File: config.mk
export PLATFORM = sky130hd
export DESIGN_NAME = uart_rx_buffered_flat
export DESIGN_NICKNAME = d
export VERILOG_FILES = /design/src/rtl/uart_pkg.sv /design/src/rtl/uart_rx_buffered_if.sv /design/src/rtl/uart_rx_fifo.sv /design/src/rtl/uart_rx_buffered.sv /design/src/flat_wrapper.sv
export SDC_FILE = /design/constraint.sdc
export NUM_CORES = 1
export LEC_CHECK = 0
export ABC_AREA = 0
export CAP_MARGIN = 0
export CELL_PAD_IN_SITES_DETAIL_PLACEMENT = 1
export CELL_PAD_IN_SITES_GLOBAL_PLACEMENT = 1
export CORE_UTILIZATION = 51
export CTS_CLUSTER_SIZE = 14
export DETAILED_ROUTE_END_ITERATION = 8
export PLACE_DENSITY = 0.93
export SKIP_CTS_REPAIR_TIMING = 1
export SYNTH_ARGS = -nofsm -noshare
export SYNTH_HDL_FRONTEND = slang
export SYNTH_SLANG_ARGS = --single-unit
File: constraint.sdc
create_clock -name clk -period 7 [get_ports clk]
set_input_delay 1.4 -clock clk [delete_from_list [all_inputs] [get_ports clk]]
set_output_delay 1.4 -clock clk [all_outputs]
set_load 0.01 [all_outputs]
File: src/rtl/uart_pkg.sv
// Shared types and constants for the buffered UART receive path.
package uart_pkg;

  typedef enum logic [2:0] {
    ST_IDLE,
    ST_START,
    ST_DATA,
    ST_PARITY,
    ST_STOP
  } rx_state_e;

  // Control word field positions (shared with the TX engine).
  localparam int CTRL_DBITS_LSB = 0;
  localparam int CTRL_POE       = 2;
  localparam int CTRL_NPB       = 3;
  localparam int CTRL_STOP2     = 4;

  localparam int OVERSAMPLE = 16;
  localparam int SAMPLE_MID = 8;

  localparam int FRAME_W = 11;

  typedef struct packed {
    logic       brk;
    logic       fe;
    logic       pe;
    logic [7:0] data;
  } rx_entry_t;

  // Number of data bits encoded in the low two control bits.
  function automatic logic [3:0] data_bits(input logic [1:0] dbits);
    return 4'd5 + {2'b00, dbits};
  endfunction

endpackage

File: src/rtl/uart_rx_buffered_if.sv
// Valid/ready bus carrying received frames and their error flags.
interface uart_rx_buffered_if;
  logic       m_valid;
  logic       m_ready;
  logic [7:0] m_data;
  logic       m_pe;
  logic       m_fe;
  logic       m_brk;

  modport master (output m_valid, m_data, m_pe, m_fe, m_brk, input m_ready);
  modport slave  (input m_valid, m_data, m_pe, m_fe, m_brk, output m_ready);
endinterface

File: src/rtl/uart_rx_fifo.sv
// Generic synchronous show-ahead FIFO; head word is read straight from storage.
module uart_rx_fifo #(
  parameter int W     = 11,
  parameter int DEPTH = 4
) (
  input  logic                     clk,
  input  logic                     rst,
  input  logic                     push,
  input  logic [W-1:0]             din,
  input  logic                     pop,
  output logic [W-1:0]             dout,
  output logic                     full,
  output logic                     empty,
  output logic [$clog2(DEPTH):0]   level
);
  localparam int AW = $clog2(DEPTH);

  logic [W-1:0]  mem [DEPTH];
  logic [AW-1:0] wptr, rptr;
  logic [AW:0]   cnt;
  logic          do_push, do_pop;

  assign full    = (cnt == (AW+1)'(DEPTH));
  assign empty   = (cnt == '0);
  assign level   = cnt;
  assign dout    = mem[rptr];
  // A full FIFO still accepts a write when the head leaves in the same cycle.
  assign do_pop  = pop & ~empty;
  assign do_push = push & (~full | do_pop);

  // Storage, pointers and occupancy; pointers wrap naturally at DEPTH.
  always_ff @(posedge clk or posedge rst) begin
    if (rst) begin
      wptr <= '0;
      rptr <= '0;
      cnt  <= '0;
      for (int i = 0; i < DEPTH; i++) mem[i] <= '0;
    end else begin
      if (do_push) begin
        mem[wptr] <= din;
        wptr      <= wptr + 1'b1;
      end
      if (do_pop) rptr <= rptr + 1'b1;
      case ({do_push, do_pop})
        2'b10:   cnt <= cnt + 1'b1;
        2'b01:   cnt <= cnt - 1'b1;
        default: cnt <= cnt;
      endcase
    end
  end

endmodule

File: src/rtl/uart_rx_buffered.sv
// Buffered UART receiver: 16x oversampling, 3-sample majority vote, frame FIFO.
module uart_rx_buffered
  import uart_pkg::*;
#(
  parameter int DEPTH = 4,
  parameter int DIV_W = 16
) (
  input  logic                   clk,
  input  logic                   rst,
  input  logic                   en,
  input  logic                   rx,
  input  logic [DIV_W-1:0]       baud_div,
  input  logic [4:0]             ctrl,
  uart_rx_buffered_if.master     m,
  output logic [$clog2(DEPTH):0] fifo_level,
  output logic                   overrun,
  input  logic                   clr_ovr,
  output logic                   busy
);
  localparam logic [3:0] CNT_A   = 4'(SAMPLE_MID - 1);
  localparam logic [3:0] CNT_B   = 4'(SAMPLE_MID);
  localparam logic [3:0] CNT_RES = 4'(SAMPLE_MID + 1);
  localparam logic [3:0] CNT_END = 4'(OVERSAMPLE - 1);

  rx_state_e        state;
  logic             rx_meta, rx_s, rx_prev;
  logic             fall, start_det;
  logic [DIV_W-1:0] div_cnt;
  logic             tick;
  logic [3:0]       scnt;
  logic             s_a, s_b, maj;
  logic [3:0]       fmt;
  logic [7:0]       data;
  logic [2:0]       bit_idx;
  logic             pe_r, par_r;
  logic             last_bit, exp_par;
  logic             push, pop, full, empty;
  rx_entry_t        push_entry, head;
  logic             unused_stop2;

  // Second stop bit is only generated by the TX side; the receiver ignores it.
  assign unused_stop2 = ctrl[CTRL_STOP2];

  // Two-flop synchronizer plus previous-sample register for edge detection.
  always_ff @(posedge clk or posedge rst) begin
    if (rst) begin
      rx_meta <= 1'b1;
      rx_s    <= 1'b1;
      rx_prev <= 1'b1;
    end else begin
      rx_meta <= rx;
      rx_s    <= rx_meta;
      rx_prev <= rx_s;
    end
  end

  assign fall      = rx_prev & ~rx_s;
  assign start_det = (state == ST_IDLE) & en & fall;

  // Divisor of 0 or 1 ticks every clock; >= guards a divisor shrunk mid-count.
  assign tick = (baud_div <= DIV_W'(1)) | (div_cnt >= baud_div - DIV_W'(1));

  // Baud divider, re-phased on the start edge so samples land mid-bit.
  always_ff @(posedge clk or posedge rst) begin
    if (rst)                    div_cnt <= '0;
    else if (start_det || tick) div_cnt <= '0;
    else                        div_cnt <= div_cnt + 1'b1;
  end

  assign maj      = (s_a & s_b) | (s_a & rx_s) | (s_b & rx_s);
  assign last_bit = ({1'b0, bit_idx} == data_bits(fmt[CTRL_DBITS_LSB +: 2]) - 4'd1);
  // Unused upper data bits are cleared at frame start, so a full-width XOR is exact.
  assign exp_par  = fmt[CTRL_POE] ? ^data : ~^data;

  // Receive FSM: start qualification, data shift, parity and stop checks.
  always_ff @(posedge clk or posedge rst) begin
    if (rst) begin
      state   <= ST_IDLE;
      scnt    <= '0;
      s_a     <= 1'b1;
      s_b     <= 1'b1;
      fmt     <= '0;
      data    <= '0;
      bit_idx <= '0;
      pe_r    <= 1'b0;
      par_r   <= 1'b0;
    end else if (!en) begin
      state <= ST_IDLE;
    end else if (state == ST_IDLE) begin
      if (fall) begin
        fmt     <= ctrl[3:0];
        scnt    <= '0;
        data    <= '0;
        bit_idx <= '0;
        pe_r    <= 1'b0;
        par_r   <= 1'b0;
        state   <= ST_START;
      end
    end else if (tick) begin
      scnt <= scnt + 1'b1;
      if (scnt == CNT_A) s_a <= rx_s;
      if (scnt == CNT_B) s_b <= rx_s;
      case (state)
        ST_START: begin
          if (scnt == CNT_RES && maj) state <= ST_IDLE;
          else if (scnt == CNT_END)   state <= ST_DATA;
        end
        ST_DATA: begin
          if (scnt == CNT_RES) data[bit_idx] <= maj;
          if (scnt == CNT_END) begin
            if (last_bit) state <= fmt[CTRL_NPB] ? ST_STOP : ST_PARITY;
            else          bit_idx <= bit_idx + 1'b1;
          end
        end
        ST_PARITY: begin
          if (scnt == CNT_RES) begin
            par_r <= maj;
            pe_r  <= maj ^ exp_par;
          end
          if (scnt == CNT_END) state <= ST_STOP;
        end
        ST_STOP: begin
          // Leave at mid-stop so the next start edge is seen promptly.
          if (scnt == CNT_RES) state <= ST_IDLE;
        end
        default: state <= ST_IDLE;
      endcase
    end
  end

  assign busy = (state != ST_IDLE);

  // Frame completes at the stop-bit vote; the entry is written that same cycle.
  assign push            = en & (state == ST_STOP) & tick & (scnt == CNT_RES);
  assign push_entry.data = data;
  assign push_entry.pe   = pe_r;
  assign push_entry.fe   = ~maj;
  assign push_entry.brk  = ~maj & (data == 8'h00) & (fmt[CTRL_NPB] | ~par_r);

  assign pop = m.m_valid & m.m_ready;

  uart_rx_fifo #(.W(FRAME_W), .DEPTH(DEPTH)) u_fifo (
    .clk   (clk),
    .rst   (rst),
    .push  (push),
    .din   (push_entry),
    .pop   (pop),
    .dout  (head),
    .full  (full),
    .empty (empty),
    .level (fifo_level)
  );

  assign m.m_valid = ~empty;
  assign m.m_data  = head.data;
  assign m.m_pe    = head.pe;
  assign m.m_fe    = head.fe;
  assign m.m_brk   = head.brk;

  // Sticky overrun; a new overflow wins over a coincident clear.
  always_ff @(posedge clk or posedge rst) begin
    if (rst)                      overrun <= 1'b0;
    else if (push && full && !pop) overrun <= 1'b1;
    else if (clr_ovr)              overrun <= 1'b0;
  end

endmodule

File: src/flat_wrapper.sv
// flat-port wrapper written by rule: the top's interface ports become plain ports
module uart_rx_buffered_flat import uart_pkg::*;
#(
  parameter int DEPTH = 4,
  parameter int DIV_W = 16
)
  (clk, rst, en, rx, baud_div, ctrl, fifo_level, overrun, clr_ovr, busy, m_m_valid, m_m_data, m_m_pe, m_m_fe, m_m_brk, m_m_ready);
  uart_rx_buffered_if m_i ();
  input  logic clk;
  input  logic rst;
  input  logic en;
  input  logic rx;
  input  logic [DIV_W-1:0] baud_div;
  input  logic [4:0] ctrl;
  output logic [$clog2(DEPTH):0] fifo_level;
  output logic overrun;
  input  logic clr_ovr;
  output logic busy;
  output wire logic [$bits(m_i.m_valid)-1:0] m_m_valid;
  output wire logic [$bits(m_i.m_data)-1:0] m_m_data;
  output wire logic [$bits(m_i.m_pe)-1:0] m_m_pe;
  output wire logic [$bits(m_i.m_fe)-1:0] m_m_fe;
  output wire logic [$bits(m_i.m_brk)-1:0] m_m_brk;
  input wire logic [$bits(m_i.m_ready)-1:0] m_m_ready;
  assign m_m_valid = m_i.m_valid;
  assign m_m_data = m_i.m_data;
  assign m_m_pe = m_i.m_pe;
  assign m_m_fe = m_i.m_fe;
  assign m_m_brk = m_i.m_brk;
  assign m_i.m_ready = m_m_ready;
  uart_rx_buffered #(.DEPTH(DEPTH), .DIV_W(DIV_W)) u_core (.clk(clk), .rst(rst), .en(en), .rx(rx), .baud_div(baud_div), .ctrl(ctrl), .m(m_i), .fifo_level(fifo_level), .overrun(overrun), .clr_ovr(clr_ovr), .busy(busy));
endmodule
== After elaboration in Yosys (flattened, before gate mapping) ==
Index checks and enable logic that the tools add are counted.
W data, S select, Z words.
Operators by class
  add/sub/neg operators: 10
  $mul: 0
  div/mod/pow operators: 0
  $lt $le $gt $ge: 7
  eq/ne operators: 21
  shifts and indexed selects: 0
  mux-type cells: 49
  bitwise logic cells: 28
  reduce and logical (&&, ||, !) cells: 28
Operators by type and width (number)
  $mux W3: 17
  $bwmux W44: 1
  $mux W8: 5
  $mux W11: 3
  $bmux W11 S2: 1
  $demux W11 S2: 1
  $add A16 B1 Y16 const B: 1
  $ge A16 B16 Y1: 1
  $le A16 B1 Y1 const B: 1
  $mux W16: 1
  $sub A16 B1 Y16 const B: 1
  $and A1 B1 Y1: 14
  $reduce_bool A2 Y1: 7
  $mux W1: 13
  $eq A4 B4 Y1 const B: 3
  $mux W4: 3
  $ne A4 B2 Y1 const B: 3
  $pmux W3 S4: 1
  $reduce_and A5 Y1: 2
  $bwmux W8: 1
  $logic_not A8 Y1: 1
  $reduce_and A4 Y1: 2
  $reduce_xnor A8 Y1: 1
  $reduce_xor A8 Y1: 1
  37 further kinds: 58
Word-level totals
  register bits after elaboration: 97
  bits in latches: 0
  RAM bits: 0
  bits in read-only memories: 0
  input bits: 27
  output and inout port bits: 17
  word-level logic and storage cells: 164
  memories: 0

== Depth between registers and ports, before layout ==
  depth after elaboration: 9
  depth in mapped cells: 19
  gate-level depth less buffers: 18

== By module ==
A second synthesis with hierarchy kept.
Second synthesis, totals
  cells, all modules: 496
  area, all modules: 5485.3 sq um
Modules (own cells, without submodules)
  uart_rx_buffered: instances 1, cells an instance 349, area an instance 3149.3 sq um, seq. area each 1157.4 sq um
  uart_rx_fifo: instances 1, cells an instance 147, area an instance 2336.0 sq um, seq. area each 1276.2 sq um

== Least setup slack after synthesis ==
Ideal clock, no wire load.
  path kind: input -> register
  start point: in baud_div[4]
  end point: reg u_core.u_fifo.cnt[2] (netlist: u_core.u_fifo.level[2])
  library setup time: 0.079 ns
  arrival time: 4.841 ns
  data required time: 6.921 ns
  setup slack: 2.080 ns
  stages: 17
  path buffers: 1
  cells stage by stage: or4_4 -> nand2b_1 -> nor4_1 -> xnor2_1 -> ha_1 -> nand2_1 -> nor3_1 -> a221o_1 -> or3_1 -> buf_6 -> nand4_2 -> ha_1 -> inv_1 -> fa_1 -> xor2_1 -> nor2_1 -> xor2_1
On the way
  longest elaborated chain between the ends: 8
  elaborated cells between the ends (all ways): 11
  those cells by class: add/sub (1); order compare (2); eq/ne (2); mux (1); bitwise (4); reduce/logical (1)
RTL lines
  start: declaration: RTL line flat_wrapper.sv:13  | input logic [DIV_W-1:0] baud_div;
  $sub A16 B1 Y16: RTL line uart_rx_buffered.sv:61  | assign tick = (baud_div <= DIV_W'(1)) | (div_cnt >= baud_div - DIV_W'(1));
  $ge A16 B16 Y1: RTL line uart_rx_buffered.sv:61
  $or A1 B1 Y1 (*): RTL line uart_rx_buffered.sv:61
  $and A1 B1 Y1 (*) (2 in series): RTL line uart_rx_buffered.sv:134  | assign push = en & (state == ST_STOP) & tick & (scnt == CNT_RES);
  $and A1 B1 Y1 (*): RTL line uart_rx_fifo.sv:29  | assign do_push = push & (~full | do_pop);
  $eq A2 B1 Y1 / $eq A2 B2 Y1 (equally long branches): RTL line uart_rx_fifo.sv:44  | case ({do_push, do_pop})
  $pmux W3 S2 / $reduce_bool A2 Y1 (equally long branches)
  end signal: assignment: RTL line uart_rx_fifo.sv:45  | 2'b10: cnt <= cnt + 1'b1;
  end signal: assignment: RTL line uart_rx_fifo.sv:46  | 2'b01: cnt <= cnt - 1'b1;
  end signal: assignment: RTL line uart_rx_fifo.sv:47  | default: cnt <= cnt;
  end: declaration: RTL line uart_rx_fifo.sv:20  | logic [AW:0] cnt;
Mark *: on every way between the ends. The rest lies on a longest branch, timed or not.
A chain may end at the register's enable or synchronous reset.

== Worst setup path in the final report ==
Ends and elaborated chain as after synthesis.

==> flow_summary_export.csv <==
group,metric,value,unit
status,status,"completed",
sta,worst_pin_slew,0.938,ns
flow_run,drv_cap,0,
min_path,hold_path.startpoint,"u_core.rx_meta",
yosys,synth-edff-count,0,
global_routing,grt_start_max_net_pins,72,
power_and_ir_drop,peakVddDrop,0.178,mV
critical_path,required,7.33,ns
yosys,ys.flop_type,"dfrtp_1",
yosys,yosysUniqueCellTypes,62,
finish,fill_cells,1145,
clocking,cts_buffers,9,
finish,seqCellArea,2430,µm²
global_routing,grt_pass1_vias,4505,
drt,wl_met3,542,µm
finish,nets,591,
global_routing,grt_pass1_wl,23.9,mm
drt,routed_via_density,5.99,
yosys,syn_nets,554,
min_path,hold_path_end,"u_core.rx_s",
finish,drive_gt1_share,17.2,%
drt,wl_met2,7.77,mm
finish,area_growth,11.6,%
critical_path,cp_max_fo,10,
drt,ant_nets,0,
drt,dr.pass1.iters,4,
floorplanning,row_count,38,
finish,fin_area,6320,µm²
floorplanning,start_util,52.3,%
drt,drtIter0Drc,184,
min_path,hp-class,"reg -> reg",
placement,place_area,6130,µm²
drt,top_layer_used,"met4",
floorplanning,ios,44,
finish,diodes,0,
finish,multi_input_area,2940,µm²
yosys,syn_area_per_cell,11.5,µm²
yosys,syn-cell-area,5670,µm²
placement,dp.cells,660,
global_routing,overflow,0,
global_routing,grt_use_total,28.0,%
critical_path,rr_worst_depth,12,
sta,rsz0062_at_grt,"no",
critical_path,worst_setup_path_start_kind,"input pin",
yosys,yosysWarnings,0,
floorplanning,fp.dieW,107,µm
placement,gp_congestion,0.814,
clocking,worstSkewPairLatency,0.41,ns
clocking,cts_tree,"done",
clocking,clock_sinks,97,
critical_path,r2r_slack,3.49,ns
finish,final_common_cell,"dfrtp_1",
critical_path,rr_startpoint,"u_core.div_cnt[14]",
placement,dp_hpwl,10.6,mm
power_and_ir_drop,p_leak,0.00289,µW
drt,wl_per_cell,21.8,µm
floorplanning,die-area,11500,µm²
sta,setup_tns,0,ns
critical_path,crit_path_end_kind,"register",
sta,finClkSkew,0.0194,ns
finish,final_cells,676,
min_path,hold_path_depth,0,
sta,finalHoldViolCount,0,
placement,portBuffers,42,
clocking,htreeDepth,3,
sta,slew_violations,0,
sta,finalSetupViolCount,0,
critical_path,path_class,"in -> reg",
floorplanning,die_h,107,µm
clocking,cts.path.max_buffers,2,
critical_path,startpoint,"baud_div[4]",
sta,max_freq,0.176,GHz
global_routing,antenna_found_initial,0,
yosys,synth_cells,494,
sta,post-route-period-util,81.2,%
clocking,clkSlewWorstSetupHoldPaths,0.10,ns
yosys,synthArstFlopShare,100,%
critical_path,r2r-end,"u_core.u_fifo.level[2]",
yosys,ys_ff_latch,97,
drt,routed_wl,14.8,mm
sta,max-slew-margin-rel,37.5,%
clocking,cts_root_buf,"clkbuf_8",
critical_path,arrival,6.02,ns
drt,wl_met1,5.89,mm
floorplanning,core,10800,µm²
drt,route.detailed.drc,0,
sta,min_period,5.69,ns
finish,layout_common_cells,"dfrtp_1, clkdlybuf4s50_1, inv_1",
yosys,synth-seq-area-share,42.9,%
drt,vias,4047,
power_and_ir_drop,p_per_area,237,nW/µm²
==> cell families after synthesis <==
family / count (synthesis) / synth area share (%)
AOI/OAI and AO/OA: 51 / 6.56
xor gates and xnor gates: 40 / 6.18
adders and majority gates: 34 / 7.59
buffers and inverters: 56 / 5.23
DFF: 97 / 42.9
muxes: 67 / 17.7
and+or+nand+nor: 149 / 13.8
==> metal layers <==
metal | global-route usage [%] | vias to the layer above
li1 | - | 1832
met1 | 31.4 | 2075
met2 | 49.8 | 92
met3 | 7.14 | 48
met4 | 12.9 | 0
met5 | 0 | -
==> synth_stat cells (5+ instances only) <==
library cell / number / share of area, %
xnor2_1: 25 / 3.9
a21oi_1: 7 / 0.62
mux2_2: 9 / 1.8
nor4_1: 7 / 0.77
clkbuf_1: 7 / 0.46
nor3_1: 12 / 1.1
dfstp_2: 5 / 2.3
ha_1: 32 / 7.1
mux2_4: 36 / 9.5
mux2i_1: 9 / 1.6
inv_1: 38 / 2.5
xor2_1: 15 / 2.3
and3_1: 11 / 1.2
o21ai_0: 9 / 0.79
mux4_2: 11 / 4.4
a211o_1: 8 / 1.2
dfrtp_1: 92 / 41
nand2_1: 28 / 1.9
nand3_1: 22 / 1.9
a31oi_1: 5 / 0.55
nor2_1: 35 / 2.3
==> power by group <==
| part | internal (µW) | switching, µW | total (µW) |
|---|---|---|---|
| registers | 617 | 114 | 730 |
| logic | 187 | 209 | 396 |
| clock network | 140 | 235 | 375 |
==> cell type report <==
class                           instances  share of cell area, %
Sequential cell                        97                   38.5
Inverter                               38                   2.29
Tap cell                              140                   2.77
Timing Repair Buffer                   44                   6.88
Clock buffer                            9                   1.96
Multi-Input combinational cell        341                   46.5
Clock inverter                          7                   1.15
==> sequential cells by signal (all words and copies together), names as in the netlist, 3 cells and up <==
signal and cells:
u_core.u_fifo.mem 44, u_core.div_cnt 16, u_core.data 8, u_core.fmt 4, u_core.scnt 4, u_core.bit_idx 3
u_core.state 3, u_core.u_fifo.level 3
==> worst max-delay path by stage <==
| stage | to | slack (ns) | cells past startpoint |
|---|---|---|---|
| 2_1_floorplan | u_core.u_fifo.level[2] | 2.08 | 17 |
| 3_3_place_gp | u_core.u_fifo.level[2] | 1.19 | 18 |
| 3_5_place_dp | u_core.u_fifo.level[2] | 0.94 | 17 |
| 4_1_cts | u_core.u_fifo.level[2] | 1.32 | 17 |
| 5_1_grt | u_core.u_fifo.level[2] | 1.10 | 17 |
| 6_report | u_core.u_fifo.level[2] | 1.31 | 17 |
==> through the flow <==
stage / setup WS, ns / total power [µW] / utilization [%] / hold slack, ns
3_3_place_gp: 1.19 / 1100 / 56.5 / 0.346
6_report: 1.31 / 1500 / 58.3 / 0.359
4_1_cts: 1.32 / 1510 / 58.3 / 0.355
2_1_floorplan: 2.08 / 989 / - / 0.345
5_1_grt: 1.10 / 1590 / 58.3 / 0.367
3_5_place_dp: 0.942 / 1130 / 56.5 / 0.351
==> critical path, cell delays in order <==
cell,delay [ns]
clkdlybuf4s50_1,0.51
or4_4,0.62
nand2b_1,0.22
nor3_1,0.25
xnor2_1,0.17
ha_1,0.28
nand4_1,0.15
nor3_1,0.10
a221o_1,0.36
or3_1,0.60
nand4_2,0.24
ha_1,0.21
inv_1,0.07
fa_1,0.38
xor2_1,0.15
nor2_1,0.14
xor2_1,0.16
No activity file was read; power rests on OpenSTA's default activity.
